**src/rtl/mdu_iterative.sv**
```systemverilog
// ---------------------------------------------------------------------------
// mdu_iterative
//   Iterative RV32M multiply/divide unit. It takes the RD1/RD2 operand values
//   from the register bank and produces a result plus a destination index for
//   WD3/A3/WE3. Only one operation is in flight at a time, and the core stalls
//   its PC while busy is high.
//
//   Multiplication is a shift-add, one step per cycle, over XLEN cycles.
//   Division is a restoring shift-subtract on magnitudes over XLEN cycles,
//   with the signs fixed up at the end. Divide-by-zero and signed overflow
//   skip the iteration and finish one cycle after accept.
//
//   Build option: define MDU_DIV_EN to include the divider datapath. When it
//   is not defined, funct3[2]=1 ops finish at once with result=0, we_out=0
//   and illegal=1.
//
// Ports
//   clk      in  rising-edge clock
//   rst      in  asynchronous reset, active-high
//   start    in  request, accepted only while busy=0
//   funct3   in  RV32M operation select
//   rs1_val  in  operand A (RD1)
//   rs2_val  in  operand B (RD2)
//   rd_in    in  destination register index
//   busy     out high from the accept edge through the done cycle
//   done     out one-cycle completion pulse
//   result   out computed value (WD3)
//   rd_out   out destination index (A3)
//   we_out   out write enable, done & (rd_out != 0) (WE3)
//   illegal  out pulses with done for ops compiled out
// ---------------------------------------------------------------------------
module mdu_iterative #(
    parameter int XLEN       = 32,
    parameter int REG_ADDR_W = 5
) (
    input  logic                  clk,
    input  logic                  rst,
    input  logic                  start,
    input  logic [2:0]            funct3,
    input  logic [XLEN-1:0]       rs1_val,
    input  logic [XLEN-1:0]       rs2_val,
    input  logic [REG_ADDR_W-1:0] rd_in,
    output logic                  busy,
    output logic                  done,
    output logic [XLEN-1:0]       result,
    output logic [REG_ADDR_W-1:0] rd_out,
    output logic                  we_out,
    output logic                  illegal
);

    localparam int CW = $clog2(XLEN);
    localparam logic [CW-1:0]   LAST    = CW'(XLEN - 1);
    localparam logic [XLEN-1:0] INT_MIN = {1'b1, {(XLEN-1){1'b0}}};

    typedef enum logic [1:0] {IDLE, CALC, DONE} state_t;

    state_t                state;
    logic [CW-1:0]         counter;
    logic [2:0]            op_q;
    logic [REG_ADDR_W-1:0] rd_q;
    logic [2*XLEN-1:0]     acc;
    logic [2*XLEN-1:0]     mcand;
    logic [XLEN-1:0]       mplier;

    logic                  a_signed;
    logic                  b_signed;
    logic [2*XLEN-1:0]     a_ext;
    logic [2*XLEN-1:0]     acc_init;
    logic [2*XLEN-1:0]     mul_acc_nx;
    logic [XLEN-1:0]       mul_res;
    logic [XLEN-1:0]       calc_res;

`ifdef MDU_DIV_EN
    logic [XLEN-1:0]       dq;
    logic [XLEN-1:0]       dr;
    logic [XLEN-1:0]       dv;
    logic                  neg_q;
    logic                  neg_r;
    logic                  div_signed;
    logic [XLEN-1:0]       a_abs;
    logic [XLEN-1:0]       b_abs;
    logic [XLEN:0]         div_shift;
    logic                  div_ge;
    logic [XLEN:0]         div_sub;
    logic [XLEN-1:0]       dq_nx;
    logic [XLEN-1:0]       dr_nx;
    logic [XLEN-1:0]       div_quot;
    logic [XLEN-1:0]       div_rem;
`endif

    // Operand preparation and one iteration step of each datapath.
    // rs2 is only walked over its low XLEN bits, so when a signed rs2 is
    // negative its sign-extension weight (-a * 2^XLEN) is preloaded into the
    // accumulator instead of spending extra cycles on the upper bits.
    always_comb begin
        a_signed   = (funct3[1:0] != 2'b11);
        b_signed   = ~funct3[1];
        a_ext      = a_signed ? {{XLEN{rs1_val[XLEN-1]}}, rs1_val}
                              : {{XLEN{1'b0}}, rs1_val};
        acc_init   = (b_signed && rs2_val[XLEN-1]) ? -(a_ext << XLEN) : '0;
        mul_acc_nx = acc + (mplier[0] ? mcand : '0);
        mul_res    = (op_q == 3'b000) ? mul_acc_nx[XLEN-1:0]
                                      : mul_acc_nx[2*XLEN-1:XLEN];
`ifdef MDU_DIV_EN
        div_signed = ~funct3[0];
        a_abs      = (div_signed && rs1_val[XLEN-1]) ? -rs1_val : rs1_val;
        b_abs      = (div_signed && rs2_val[XLEN-1]) ? -rs2_val : rs2_val;
        div_shift  = {dr, dq[XLEN-1]};
        div_ge     = (div_shift >= {1'b0, dv});
        div_sub    = div_shift - {1'b0, dv};
        dr_nx      = div_ge ? div_sub[XLEN-1:0] : div_shift[XLEN-1:0];
        dq_nx      = {dq[XLEN-2:0], div_ge};
        div_quot   = neg_q ? -dq_nx : dq_nx;
        div_rem    = neg_r ? -dr_nx : dr_nx;
        calc_res   = op_q[2] ? (op_q[1] ? div_rem : div_quot) : mul_res;
`else
        calc_res   = mul_res;
`endif
    end

    // Control FSM with registered outputs. IDLE latches the operands on
    // accept and either starts iterating or, for the short-circuit cases,
    // jumps straight to DONE. CALC runs XLEN steps. DONE holds busy for its
    // single done cycle and then returns to IDLE. Because start is only
    // looked at in IDLE, it is ignored in CALC and DONE.
    always_ff @(posedge clk or posedge rst) begin
        if (rst) begin
            state   <= IDLE;
            busy    <= 1'b0;
            done    <= 1'b0;
            we_out  <= 1'b0;
            illegal <= 1'b0;
            result  <= '0;
            rd_out  <= '0;
            counter <= '0;
            op_q    <= '0;
            rd_q    <= '0;
            acc     <= '0;
            mcand   <= '0;
            mplier  <= '0;
`ifdef MDU_DIV_EN
            dq      <= '0;
            dr      <= '0;
            dv      <= '0;
            neg_q   <= 1'b0;
            neg_r   <= 1'b0;
`endif
        end else begin
            case (state)
                IDLE: begin
                    if (start) begin
                        busy    <= 1'b1;
                        op_q    <= funct3;
                        rd_q    <= rd_in;
                        counter <= '0;
                        acc     <= acc_init;
                        mcand   <= a_ext;
                        mplier  <= rs2_val;
                        if (funct3[2]) begin
`ifdef MDU_DIV_EN
                            dq    <= a_abs;
                            dr    <= '0;
                            dv    <= b_abs;
                            neg_q <= div_signed & (rs1_val[XLEN-1] ^ rs2_val[XLEN-1]);
                            neg_r <= div_signed & rs1_val[XLEN-1];
                            if (rs2_val == '0) begin
                                result <= funct3[1] ? rs1_val : '1;
                                rd_out <= rd_in;
                                done   <= 1'b1;
                                we_out <= (rd_in != '0);
                                state  <= DONE;
                            end else if (div_signed && rs1_val == INT_MIN && rs2_val == '1) begin
                                result <= funct3[1] ? '0 : INT_MIN;
                                rd_out <= rd_in;
                                done   <= 1'b1;
                                we_out <= (rd_in != '0);
                                state  <= DONE;
                            end else begin
                                state <= CALC;
                            end
`else
                            result  <= '0;
                            rd_out  <= rd_in;
                            done    <= 1'b1;
                            illegal <= 1'b1;
                            we_out  <= 1'b0;
                            state   <= DONE;
`endif
                        end else begin
                            state <= CALC;
                        end
                    end
                end
                CALC: begin
                    counter <= counter + CW'(1);
                    acc     <= mul_acc_nx;
                    mcand   <= mcand << 1;
                    mplier  <= mplier >> 1;
`ifdef MDU_DIV_EN
                    dq      <= dq_nx;
                    dr      <= dr_nx;
`endif
                    if (counter == LAST) begin
                        result <= calc_res;
                        rd_out <= rd_q;
                        done   <= 1'b1;
                        we_out <= (rd_q != '0);
                        state  <= DONE;
                    end
                end
                DONE: begin
                    done    <= 1'b0;
                    we_out  <= 1'b0;
                    illegal <= 1'b0;
                    busy    <= 1'b0;
                    state   <= IDLE;
                end
                default: begin
                    state <= IDLE;
                end
            endcase
        end
    end

endmodule

```
**config.mk**
```make
export PLATFORM = sky130hd
export DESIGN_NAME = mdu_iterative
export DESIGN_NICKNAME = d
export VERILOG_FILES = /design/src/rtl/mdu_iterative.sv
export SDC_FILE = /design/constraint.sdc
export NUM_CORES = 1
export LEC_CHECK = 0
export CAP_MARGIN = 20
export CORE_MARGIN = 3
export CORE_UTILIZATION = 59
export DETAILED_ROUTE_END_ITERATION = 8
export GPL_TIMING_DRIVEN = 0
export PLACE_DENSITY = 0.83
export SETUP_SLACK_MARGIN = 0.15
export SLEW_MARGIN = 20
export SYNTH_ARGS = -nofsm -noshare
export SYNTH_HDL_FRONTEND = slang
export SYNTH_SLANG_ARGS = --single-unit
```
**constraint.sdc**
```tcl
create_clock -name clk -period 8.75 [get_ports clk]
set_clock_uncertainty 0.15 [all_clocks]
set_input_delay 0.875 -clock clk [delete_from_list [all_inputs] [get_ports clk]]
set_output_delay 0.875 -clock clk [all_outputs]
set_load 0.01 [all_outputs]
```
==> flow_summary.json, run 1 <==
{
  "routed_wirelength_mm": 49.0,
  "hold_path_class": "flip-flop to flip-flop",
  "r2r_end": "result[24]",
  "first_pass_iters": 6,
  "async_flop_share": 1.00,
  "power.density_nw_per_um2": 437,
  "io_pins": 116,
  "seq_area_frac_synth": 0.394,
  "cp.arrival_ps": 5830,
  "rsz0062_at_grt": "no",
  "crit_fanout": 10,
  "rrSetupSlack_ps": 3140,
  "reg2reg_from": "mplier[0]",
  "placed_cell_area_um2": 15300,
  "maxSlewViolCount": 0,
  "dieArea_um2": 25100,
  "stdcell_count": 2060,
  "fp-row-count": 55,
  "cts_setup_buffers": 0,
  "cts_resized": 0,
  "port-buffer-count": 115,
  "ys_types": 75,
  "postCtsHoldBufs": 0,
  "clockBufferDepth": 3,
  "grt_pass1_vias": 13000,
  "die_w_um": 159,
  "start_util": 0.603,
  "worst_slew_margin_rel": 0.307,
  "crit_start": "mplier[0]",
  "drv_cap": 0,
  "pre_cts_slack_ps": 3380,
  "hold_viol": 0,
  "gp_congestion": 1.13,
  "syn_nets": 1728,
  "clock-sinks": 216,
  "path_clk_slew_ps": 60,
  "cp-endpoint": "result[24]",
  "fill_cells": 1779,
  "core_um2": 22800,
  "startpoint_type": "flip-flop",
  "min_period_over_period": 0.641,
  "num_vias": 13300,
  "diodes": 0,
  "synth_top_cell_by_area": "dfrtp_1",
  "status": "finished clean",
  "antenna_found_initial": 2,
  "synth_ff_type": "dfrtp_1",
  "routed_via_density": 6.48,
  "setup_tns_ps": 0,
  "synth_warnings": 0,
  "grt_pass1_wl_mm": 74.4,
  "hold_start": "result[20]",
  "synth_area_leaders": "dfrtp_1 (39%), nand2_1 (6.9%), ha_1 (6.0%), o21ai_0 (3.7%), nor2_1 (3.7%)",
  "cts_buffers": 25,
  "syn_inst": 1586,
  "max_freq_mhz": 178,
  "cts_tree": "yes",
  "ys_ff_latch": 216,
  "layout-drive-gt1-share": 0.0481,
  "setup_viol": 0,
  "dp_cells": 2016,
  "finish.net_count": 1873,
  "post_drt_wl_per_cell_um": 23.8,
  "drc": 0,
  "synth.most_common_cell": "nand2_1",
  "cts-htree-levels": 1,
  "worstMarginPinSlew_ps": 1030,
  "ir_drop_mv": 0.297,
  "area_growth_syn_to_layout_pct": 17.9,
  "grt_use_total": 0.390,
  "dieHeight_um": 159,
  "fin_area_um2": 16200,
  "setup_ws_ps": 3140,
  "dp_hpwl_mm": 37.9,
  "ant_nets": 0,
  "synth_edf_count": 0,
  "synthTopCellsByCount": "nand2_1 (251), dfrtp_1 (216), nor2_1 (135)",
  "grt-ovfl-total": 0,
  "rr_worst_depth": 16,
  "critPathRequiredTime_ps": 8970,
  "leakage_nw": 7.04,
  "yosysTopAreaCellShare": 0.394,
  "drt-initial-drc-count": 1764,
  "synth_area_per_cell_um2": 8.66,
  "clkLatencyLatePin_ps": 530,
  "crit_path_end_kind": "flip-flop",
  "cts_root_buffer": "clkbuf_16",
  "grt_start_max_net_pins": 90,
  "synth_area_um2": 13700,
  "min_period_ps": 5610,
  "criticalPathCategory": "flip-flop to flip-flop"
}
[layout by cell type, fill, tap and decap left out, types with 6 or more instances in the layout]
cell type / instances
o21ai_0: 102
nand4_1: 16
inv_1: 25
o21ai_1: 9
a21oi_1: 85
dfrtp_1: 216
and3_1: 10
or3_1: 13
clkbuf_16: 25
a22oi_1: 18
xor2_1: 39
nor2b_1: 9
o21bai_1: 11
a31oi_1: 72
o31ai_1: 9
nand2b_1: 8
a22o_1: 24
buf_1: 6
a21boi_0: 7
nand3_1: 25
clkbuf_8: 11
a221o_1: 40
nor4_1: 8
clkbuf_1: 86
o211ai_1: 6
mux2i_1: 11
a32oi_1: 7
o21a_1: 10
nor2_1: 135
clkdlybuf4s50_1: 115
a21o_1: 28
nand2_1: 251
a221oi_1: 6
xnor2_1: 45
o221ai_1: 12
and2_1: 71
ha_1: 66
nor3_1: 22
buf_2: 7
mux2_2: 9
[worst min-delay path by stage]
stage	end	slack (ps)	cells past startpoint
3_5_place_dp	result[20]	310	2
6_report	result[20]	320	2
4_1_cts	result[20]	330	2
5_1_grt	result[22]	360	2
3_3_place_gp	result[20]	310	2
2_1_floorplan	acc[11]	310	2
[worst max-delay path, cell delays in order, from the launching register on]
cell and delay, ps:
dfrtp_1 340, clkbuf_1 700, clkbuf_1 350, and2_1 180
ha_1 180, inv_1 60, fa_1 410, nand2b_1 200
a21oi_1 300, o211a_1 300, a311oi_2 180, a311oi_1 840
o211ai_2 230, nand2_1 170, a31oi_1 110, xor2_1 540
o221ai_1 200
[logic make-up after synthesis]
| family | count (synthesis) | synth area share |
|---|---|---|
| DFF | 216 | 0.394 |
| and+or+nand+nor | 586 | 0.197 |
| xor gates and xnor gates | 84 | 0.0536 |
| buffers and inverters | 128 | 0.0393 |
| muxes | 20 | 0.0154 |
| adders and majority gates | 67 | 0.0616 |
| AOI/OAI and AO/OA | 485 | 0.240 |
[metrics by stage]
stage / hold WS (ps) / utilization / total power [mW]
CTS: 332 / 0.710 / 6.93
global route: 365 / 0.711 / 7.47
detailed placement: 311 / 0.673 / 5.82
finish: 325 / 0.711 / 7.07
global placement: 311 / 0.671 / 5.73
floorplan: 306 / - / 4.43
[power breakdown]
group	leakage [nW]	internal, mW	switching, mW
combinational	3.94	1.47	2.72
sequential	2.67	1.45	0.348
clock	0.421	0.656	0.436
total	7.04	3.57	3.50
[cell type report]
type                            instances  area, µm²  share of cell area
Buffer                                102        442              0.0273
Clock buffer                           37        761              0.0470
Clock inverter                          6       83.8             0.00518
Inverter                               26        105             0.00649
Multi-Input combinational cell       1242       7790               0.481
Sequential cell                       216       5410               0.334
Tap cell                              313        392              0.0242
Timing Repair Buffer                  118       1210              0.0748
[routing by layer]
metal  global-route usage  wire, µm
met5                    0        23
met3               0.0938      5380
met4                0.210      3260
met2                0.594     21400
met1                0.514     19000
[sequential cells by signal, summed over array words and instances, names as in the netlist]
name	count
mcand	64
illegal	1
state	2
op_q	3
rd_out	5
result	32
we_out	1
acc	64
mplier	32
counter	5
busy	1
done	1
rd_q	5
No activity file was read; power rests on OpenSTA's default activity.
==> inputs of run 2 (changes only) <==
--- a/config.mk
+++ b/config.mk
@@ -7,10 +7,10 @@
 export LEC_CHECK = 0
 export CAP_MARGIN = 20
 export CORE_MARGIN = 3
-export CORE_UTILIZATION = 59
+export CORE_UTILIZATION = 54
 export DETAILED_ROUTE_END_ITERATION = 8
 export GPL_TIMING_DRIVEN = 0
-export PLACE_DENSITY = 0.83
+export PLACE_DENSITY = 0.8
 export SETUP_SLACK_MARGIN = 0.15
 export SLEW_MARGIN = 20
 export SYNTH_ARGS = -nofsm -noshare
==> constraint.sdc (replaced) <==
create_clock -name clk -period 4.95 [get_ports clk]
set_clock_uncertainty 0.15 [all_clocks]
set_input_delay 0.495 -clock clk [delete_from_list [all_inputs] [get_ports clk]]
set_output_delay 0.495 -clock clk [all_outputs]
set_load 0.01 [all_outputs]
==> run 2 against run 1 <==
- utilization down 4.6 points
- critical endpoint unchanged
- maximum frequency rose by 19%
- critical path depth fell by 2
- largest cell class unchanged
- clock power rose by 90%
- clock-buffer cell count shrank 2
- total power rose by 80%
- first-iteration DRC count fell by 10%
- worst setup slack worse by 2900 ps
==> flow_summary.json, run 2 (same netlist as run 1, synthesis figures left out) <==
{
  "status": "finished clean",
  "cts_root_buffer": "clkbuf_16",
  "path_clk_slew_ps": 60,
  "slowest_stage": "a311oi_4",
  "drc": 0,
  "grt_start_max_net_pins": 35,
  "fp-row-count": 57,
  "criticalPathCategory": "flip-flop to flip-flop",
  "fill_cells": 2035,
  "cts-htree-levels": 1,
  "crit_fanout": 10,
  "min_period_ps": 4700,
  "seqCellArea_um2": 5410,
  "port-buffer-count": 115,
  "layout-drive-gt1-share": 0.0564,
  "maxSlewViolCount": 0,
  "stdcell_count": 2079,
  "critPathRequiredTime_ps": 5180,
  "grt_pass1_vias": 13300,
  "cpPeakStageDelay_ps": 460,
  "grt-ovfl-total": 0,
  "hold_path_class": "input pin to asynchronous set/reset pin",
  "fin_hold_ws_ps": 88.6,
  "dp_hpwl_mm": 40.3,
  "largestRegisters": "acc (64), mcand (64)",
  "hold_viol": 0,
  "worstMarginPinSlew_ps": 1220,
  "startpoint_type": "flip-flop",
  "cts_setup_buffers": 0,
  "dieArea_um2": 27400,
  "setup_viol": 0,
  "start_util": 0.556,
  "io_pins": 116,
  "postCtsHoldBufs": 0,
  "final_common_cell": "nand2_1",
  "grt_use_total": 0.383,
  "gp_congestion": 1.02,
  "clock-sinks": 216,
  "power.density_nw_per_um2": 776,
  "max_freq_mhz": 213,
  "worst_slew_margin_rel": 0.185,
  "diodes": 0,
  "power_mw": 12.7,
  "area_growth_syn_to_layout_pct": 19.5,
  "num_vias": 13600,
  "dieHeight_um": 165,
  "routed_via_density": 6.56,
  "drt-initial-drc-count": 1580,
  "first_pass_iters": 6,
  "leakage_nw": 7.11,
  "cts_buffers": 26,
  "clkLatencyLatePin_ps": 560,
  "cp.arrival_ps": 4930,
  "dp_cells": 2032,
  "post_drt_wl_per_cell_um": 25.1,
  "drv_cap": 0,
  "antenna_found_initial": 1,
  "finish.net_count": 1878,
  "multi_input_area_um2": 7830,
  "ant_nets": 0,
  "crit_chain": "clkbuf_4, clkbuf_2, and2_1, ha_1, a21o_1, or3_1, o211a_1, a311oi_4, a311oi_2, o211ai_2, nand2_1, a31oi_1, xor2_2, o221ai_1",
  "cts_tree": "yes",
  "die_w_um": 165,
  "min_period_over_period": 0.950,
  "crit_path_end_kind": "flip-flop",
  "grt_pass1_wl_mm": 78.9,
  "core_um2": 24700,
  "final_cell_mix": "nand2_1 (251), dfrtp_1 (216), nor2_1 (135)",
  "ir_drop_mv": 0.517,
  "routed_wirelength_mm": 52.2,
  "rsz0062_at_grt": "yes",
  "clockBufferDepth": 3
}
[run 2: worst max-delay path, delay by kind of cell, from the launching register on]
family	cells	cell delay, ps
AOI/OAI and AO/OA	7	2040
xor gates and xnor gates	1	380
adders and majority gates	1	210
buffers and inverters	2	530
DFF	1	420
and+or+nand+nor	3	780
[run 2: path summary, 6_finish.rpt]
path                       slack [ps]       start  cells past startpoint         end
max in group asynchronous        3610         rst                      5     acc[29]
min reg2reg                       330  result[20]                      2  result[20]
min in group clk                  330  result[20]                      2  result[20]
max reg2reg                       250   mplier[0]                     14  result[24]
min                                90         rst                      2    mcand[2]
max                               250   mplier[0]                     14  result[24]
[run 2: metal layers]
metal  vias to the layer above  track usage  wire, µm
li1                       6029            -         -
met1                      6674        0.503     20700
met2                       786        0.606     23400
met3                       153       0.0836      5080
met4                         2        0.181      2980
met5                         -            0         8
[run 2: area by class of cell]
cell class	instances	area share
Multi-Input combinational cell	1242	0.477
Sequential cell	216	0.329
Timing Repair Buffer	122	0.0787
Clock buffer	35	0.0442
Buffer	102	0.0274
Tap cell	324	0.0247
Clock inverter	12	0.0121
Inverter	26	0.00618
[run 2: repair_timing]
item                                    in CTS  in global routing
hold endpoints to repair                     0                  0
gates resized for setup                      7                  5
pin swaps                                    0                  2
endpoints found under the setup margin      25                 11
[run 2: power by group]
part | total (mW) | switching (mW) | internal, mW
sequential | 3.17 | 0.611 | 2.56
clock | 2.07 | 0.826 | 1.24
combinational | 7.50 | 4.87 | 2.62
[run 2: metrics by stage]
stage                     TNS, ps   util  area [µm²]  setup slack [ps]
final                           0  0.665       16400               248
after global routing            0  0.665       16400               130
after CTS                       0  0.664       16400               186
after detailed placement    -1570  0.626       15400              -288
after global placement     -33930  0.620       15300              -285
after floorplan                 0      -       13700              1100
==> inputs of run 3 (changes only) <==
--- a/config.mk
+++ b/config.mk
@@ -5,7 +5,6 @@
 export SDC_FILE = /design/constraint.sdc
 export NUM_CORES = 1
 export LEC_CHECK = 0
-export CAP_MARGIN = 20
 export CORE_MARGIN = 3
 export CORE_UTILIZATION = 54
 export DETAILED_ROUTE_END_ITERATION = 8
==> run 3 against run 2 <==
- final area down 0.12%
- cell count unchanged
- clock power about the same
- clock-buffer cell count up 1
- via count down 0.36%
- total power down 0.44%
- sequential power about the same
- register-to-register slack worse by 60 ps
- non-clock buffer count unchanged
- maximum frequency down 1.3%
- critical endpoint unchanged
- highest routed layer is now met4
==> flow_summary.json, run 3 (same netlist as run 1, synthesis figures left out) <==
{
  "status": "finished clean",
  "io_pins": 116,
  "grt_pass1_wl_mm": 78.4,
  "stdcell_count": 2079,
  "final_cell_mix": "nand2_1 (251), dfrtp_1 (216), nor2_1 (135)",
  "cts_buffers": 26,
  "dp_cells": 2032,
  "final_common_cell": "nand2_1",
  "maxSlewViolCount": 0,
  "cts_tree": "yes",
  "port-buffer-count": 115,
  "highest_layer": "met4",
  "hold_path_class": "input pin to asynchronous set/reset pin",
  "die_w_um": 165,
  "power_mw": 12.7,
  "antenna_found_initial": 0,
  "rrSetupSlack_ps": 190,
  "routed-wl-met2_mm": 23.3,
  "power.density_nw_per_um2": 774,
  "setup_viol": 0,
  "fill_cells": 2040,
  "clkLatencyLatePin_ps": 560,
  "clock-sinks": 216,
  "fin_area_um2": 16400,
  "ir_drop_mv": 0.548,
  "core_um2": 24700,
  "multi_input_area_um2": 7830,
  "ant_nets": 0,
  "fin_hold_ws_ps": 87.3,
  "grt_start_max_net_pins": 35,
  "cts_setup_buffers": 0,
  "layout-drive-gt1-share": 0.0558,
  "gp_congestion": 1.02,
  "startpoint_type": "flip-flop",
  "cts-htree-levels": 1,
  "drt-initial-drc-count": 1690,
  "crit_fanout": 10,
  "setup_ws_ps": 188,
  "grt_use_total": 0.382,
  "routed_via_density": 6.54,
  "min_period_ps": 4760,
  "finish.net_count": 1878,
  "start_util": 0.556,
  "cp.arrival_ps": 5000,
  "criticalPathCategory": "flip-flop to flip-flop",
  "grt-ovfl-total": 0,
  "hold_viol": 0,
  "first_pass_iters": 7,
  "crit_path_end_kind": "flip-flop",
  "fp-row-count": 57,
  "cts_root_buffer": "clkbuf_16",
  "largestRegisters": "acc (64), mcand (64)",
  "route.met3.wl_mm": 5.55,
  "area_growth_syn_to_layout_pct": 19.3,
  "pre_cts_slack_ps": -269,
  "post_drt_wl_per_cell_um": 25.0,
  "critPathRequiredTime_ps": 5180,
  "seqCellArea_um2": 5410,
  "m1WireLength_mm": 20.0,
  "max_freq_mhz": 210,
  "dieArea_um2": 27400,
  "rsz0062_at_grt": "yes",
  "worst_slew_margin_rel": 0.219,
  "grt_pass1_vias": 13200,
  "dp_hpwl_mm": 40.4,
  "drc": 0,
  "rr_worst_depth": 14,
  "drv_cap": 0,
  "diodes": 0,
  "dieHeight_um": 165,
  "leakage_nw": 7.10,
  "min_period_over_period": 0.962,
  "path_clk_slew_ps": 60,
  "routed_wirelength_mm": 52.0,
  "num_vias": 13600,
  "worstMarginPinSlew_ps": 1170,
  "clockBufferDepth": 3,
  "placed_cell_area_um2": 15400
}
-- run 3: cell types whose count changed in the layout (fill, tap and decap cells not counted), sizes merged --
cell,delta
bufinv,-1
clkbuf,+1
clkinv,-1
inv,+1
-- run 3: layer usage --
layer	vias to the layer above	GRT usage
li1	6049	-
met1	6585	0.503
met2	807	0.600
met3	154	0.0803
met4	0	0.189
met5	-	0
-- run 3: worst paths after layout --
| kind | from | to |
|---|---|---|
| hold / removal | rst | mcand[2] |
| max in group asynchronous | rst | mcand[55] |
| hold reg to reg | result[20] | result[20] |
| setup reg to reg | mplier[0] | result[24] |
| min in group clk | result[20] | result[20] |
| setup / recovery | mplier[0] | result[24] |
-- run 3: where the power goes --
part	switching, mW	leakage, nW	total [mW]	internal [mW]
combinational	4.85	3.99	7.47	2.62
clock	0.834	0.437	2.04	1.21
sequential	0.610	2.67	3.17	2.56
total	6.29	7.10	12.7	6.39
-- run 3: cell type report --
type,instances,share of cell area
multi-input cells,1242,0.478
flip-flops and latches,216,0.330
repair buffers,122,0.0788
clock buffers,36,0.0451
plain buffers,102,0.0273
well taps,324,0.0247
clock inverters,11,0.0102
inverters,26,0.00619
-- run 3: per-stage QoR --
step | TNS, ps | util
detailed placement | -1280 | 0.626
floorplan | 0 | -
global placement | -33930 | 0.620
global route | 0 | 0.664
finish | 0 | 0.664
CTS | 0 | 0.663
-- run 3: worst max-delay path, stage by stage (launching register included) --
cell      delay [ps]
dfrtp_1          400
clkbuf_4         280
clkbuf_1         320
and2_1           210
ha_1             300
a21o_1           200
or3_1            330
o211a_1          320
a311oi_4         470
a311oi_2         270
o211ai_2         330
nand2_1          170
a31oi_1          300
xor2_2           360
o221ai_1         170
-- run 3: timing repair --
item,4_1_cts,5_1_grt
pin swaps,0,2
endpoints found under the hold margin,0,0
resized for setup,5,5
hold buffers,0,0
setup endpoints to repair,25,11
==> edit: new RTL, settings of run 1 <==
Change the parameter `XLEN` from 32 to 16.
--- a/src/rtl/mdu_iterative.sv
+++ b/src/rtl/mdu_iterative.sv
@@ -30,7 +30,7 @@
 //   illegal  out pulses with done for ops compiled out
 // ---------------------------------------------------------------------------
 module mdu_iterative #(
-    parameter int XLEN       = 32,
+    parameter int XLEN       = 16,
     parameter int REG_ADDR_W = 5
 ) (
     input  logic                  clk,
Ports: changed (resized result, rs1_val and rs2_val); port bits go from 116 to 68. No check against the original RTL was run, so the function may have changed too.
==> edit against run 1 <==
Sequential power down 49%; clock power down 30%; via count down 53%; critical endpoint is now acc[30]; area after synthesis down 48%; sequential share of layout area up 1.2 points; routed wire length down 57%; die area down 47%; hold slack better by 3.6 ps; setup slack better by 1700 ps; first-iteration DRC count down 67%; sequential cell count down 97; power down 56%; final area down 47%.
==> edit: results <==
[pwr]
leakage_nw = 3.97
switching_share = 0.418
ir_drop_mv = 0.256

[cts]
cts_made_buffers = 17
post_cts_resized = 0
clk_pin_slew_ps = 60
insertion_delay_ps = 420
clockBufferDepth = 2
h-tree-depth = 4
postCtsSetupBuffers = 0
cts-root-buf = clkbuf_16

[placed_design]
placed_area_um2 = 7980
numPortBuffers = 67
placed_cells = 964
gp_congestion = 1.03
dp_slack_ps = 4920
dp_hpwl_um = 15800

[grt]
track_usage = 0.329
grt_pass1_wl_um = 33000
grt_pass1_vias = 6184
grt_antenna_before_repair = 1
grt_max_degree = 70

[routing]
first_iter_violations = 578
via_per_inst = 6.30
wl_per_cell_um = 21.2
first_pass_iters = 5
ant_nets = 0

[setup_path]
crit_fanout = 10
cp-startpoint = mplier[0]
cp_data_arrival_time_ps = 4070

[logic_synthesis]
ys_seq_area_frac = 0.420
synth_common_cells = dfrtp_1, nand2_1, o21ai_0
synthCells = 753
ys_warn_count = 0
synth.distinct_cells = 62
synthFlopType = dfrtp_1
ys_top_cells_by_area = dfrtp_1, ha_1, o21ai_0
syn_nets = 830
synth-async-reset-ratio = 1.00

[worst_hold_path]
hold_start = result[7]
hold_path_class = register to register

[timing]
tightestPinTransition_ps = 810
whs_ps = 328
setup_slack_ps = 4810

[final_layout]
reg_top3 = acc x32, mcand x32
drive_gt1_frac = 0.0621
nFillCells = 865
layout.cells.non_filler = 996
layout.nets = 917
diodes = 0

[status]
outcome = completed
edit: cell types whose count changed in the layout (fill, tap and decap cells not counted), sizes merged, moves of 23 or more:
cell / change
nand2: -159
nor2: -101
dfrtp: -97
clkbuf: -67
a31oi: -63
clkdlybuf4s50: -48
a21oi: -46
and2: -37
o21ai: -34
ha: -33
a221o: -24
xor2: -23
edit: cell families after synthesis:
kind of cell / count (synthesis) / share of synthesized area
buffers and inverters: 58 / 0.0307
flip-flops: 119 / 0.420
adder cells (fa/ha/maj): 34 / 0.0610
AO/OA/AOI/OAI: 242 / 0.231
XOR/XNOR: 41 / 0.0506
AND/OR/NAND/NOR: 221 / 0.152
multiplexers: 38 / 0.0550
edit: worst paths after layout:
check | endpoint | cells past startpoint
worst max register to register | acc[30] | 13
worst max-delay path | acc[30] | 13
min in group asynchronous | mplier[8] | 2
worst min register to register | result[7] | 2
max in group asynchronous | acc[21] | 3
worst min-delay path | result[7] | 2
edit: per-layer routing:
| metal | track usage | vias to the layer above | share of wire |
|---|---|---|---|
| li1 | - | 2914 | - |
| met2 | 0.531 | 278 | 0.48 |
| met5 | 0 | - | 0.00062 |
| met1 | 0.419 | 3019 | 0.41 |
| met4 | 0.162 | 2 | 0.038 |
| met3 | 0.0736 | 60 | 0.071 |
edit: power by group through the flow:
stage	logic [mW]	clock network [mW]	registers [mW]
floorplan	0.943	0	0.878
global placement	1.31	0	0.905
detailed placement	1.35	0	0.920
CTS	1.37	0.767	0.915
global route	1.52	0.791	0.943
finish	1.39	0.768	0.921
edit: final cells by class:
type                       instances  area, µm²  share of cell area
tap                              143        179              0.0208
inverter                          15       61.3             0.00711
multi-input combinational        576       3900               0.453
timing repair buffer              68        698              0.0810
clock inverter                    10        165              0.0192
buffer                            43        161              0.0187
clock buffer                      22        474              0.0550
sequential                       119       2980               0.345
edit: critical path: stages, from the launching register on:
cell	delay [ps]
dfrtp_1	450
clkbuf_1	300
and2_1	180
ha_1	190
inv_1	70
fa_1	420
nand2b_1	230
a21o_1	220
a211o_1	360
a211o_1	330
a21oi_2	290
a221oi_1	150
xor2_1	330
o21ai_0	130
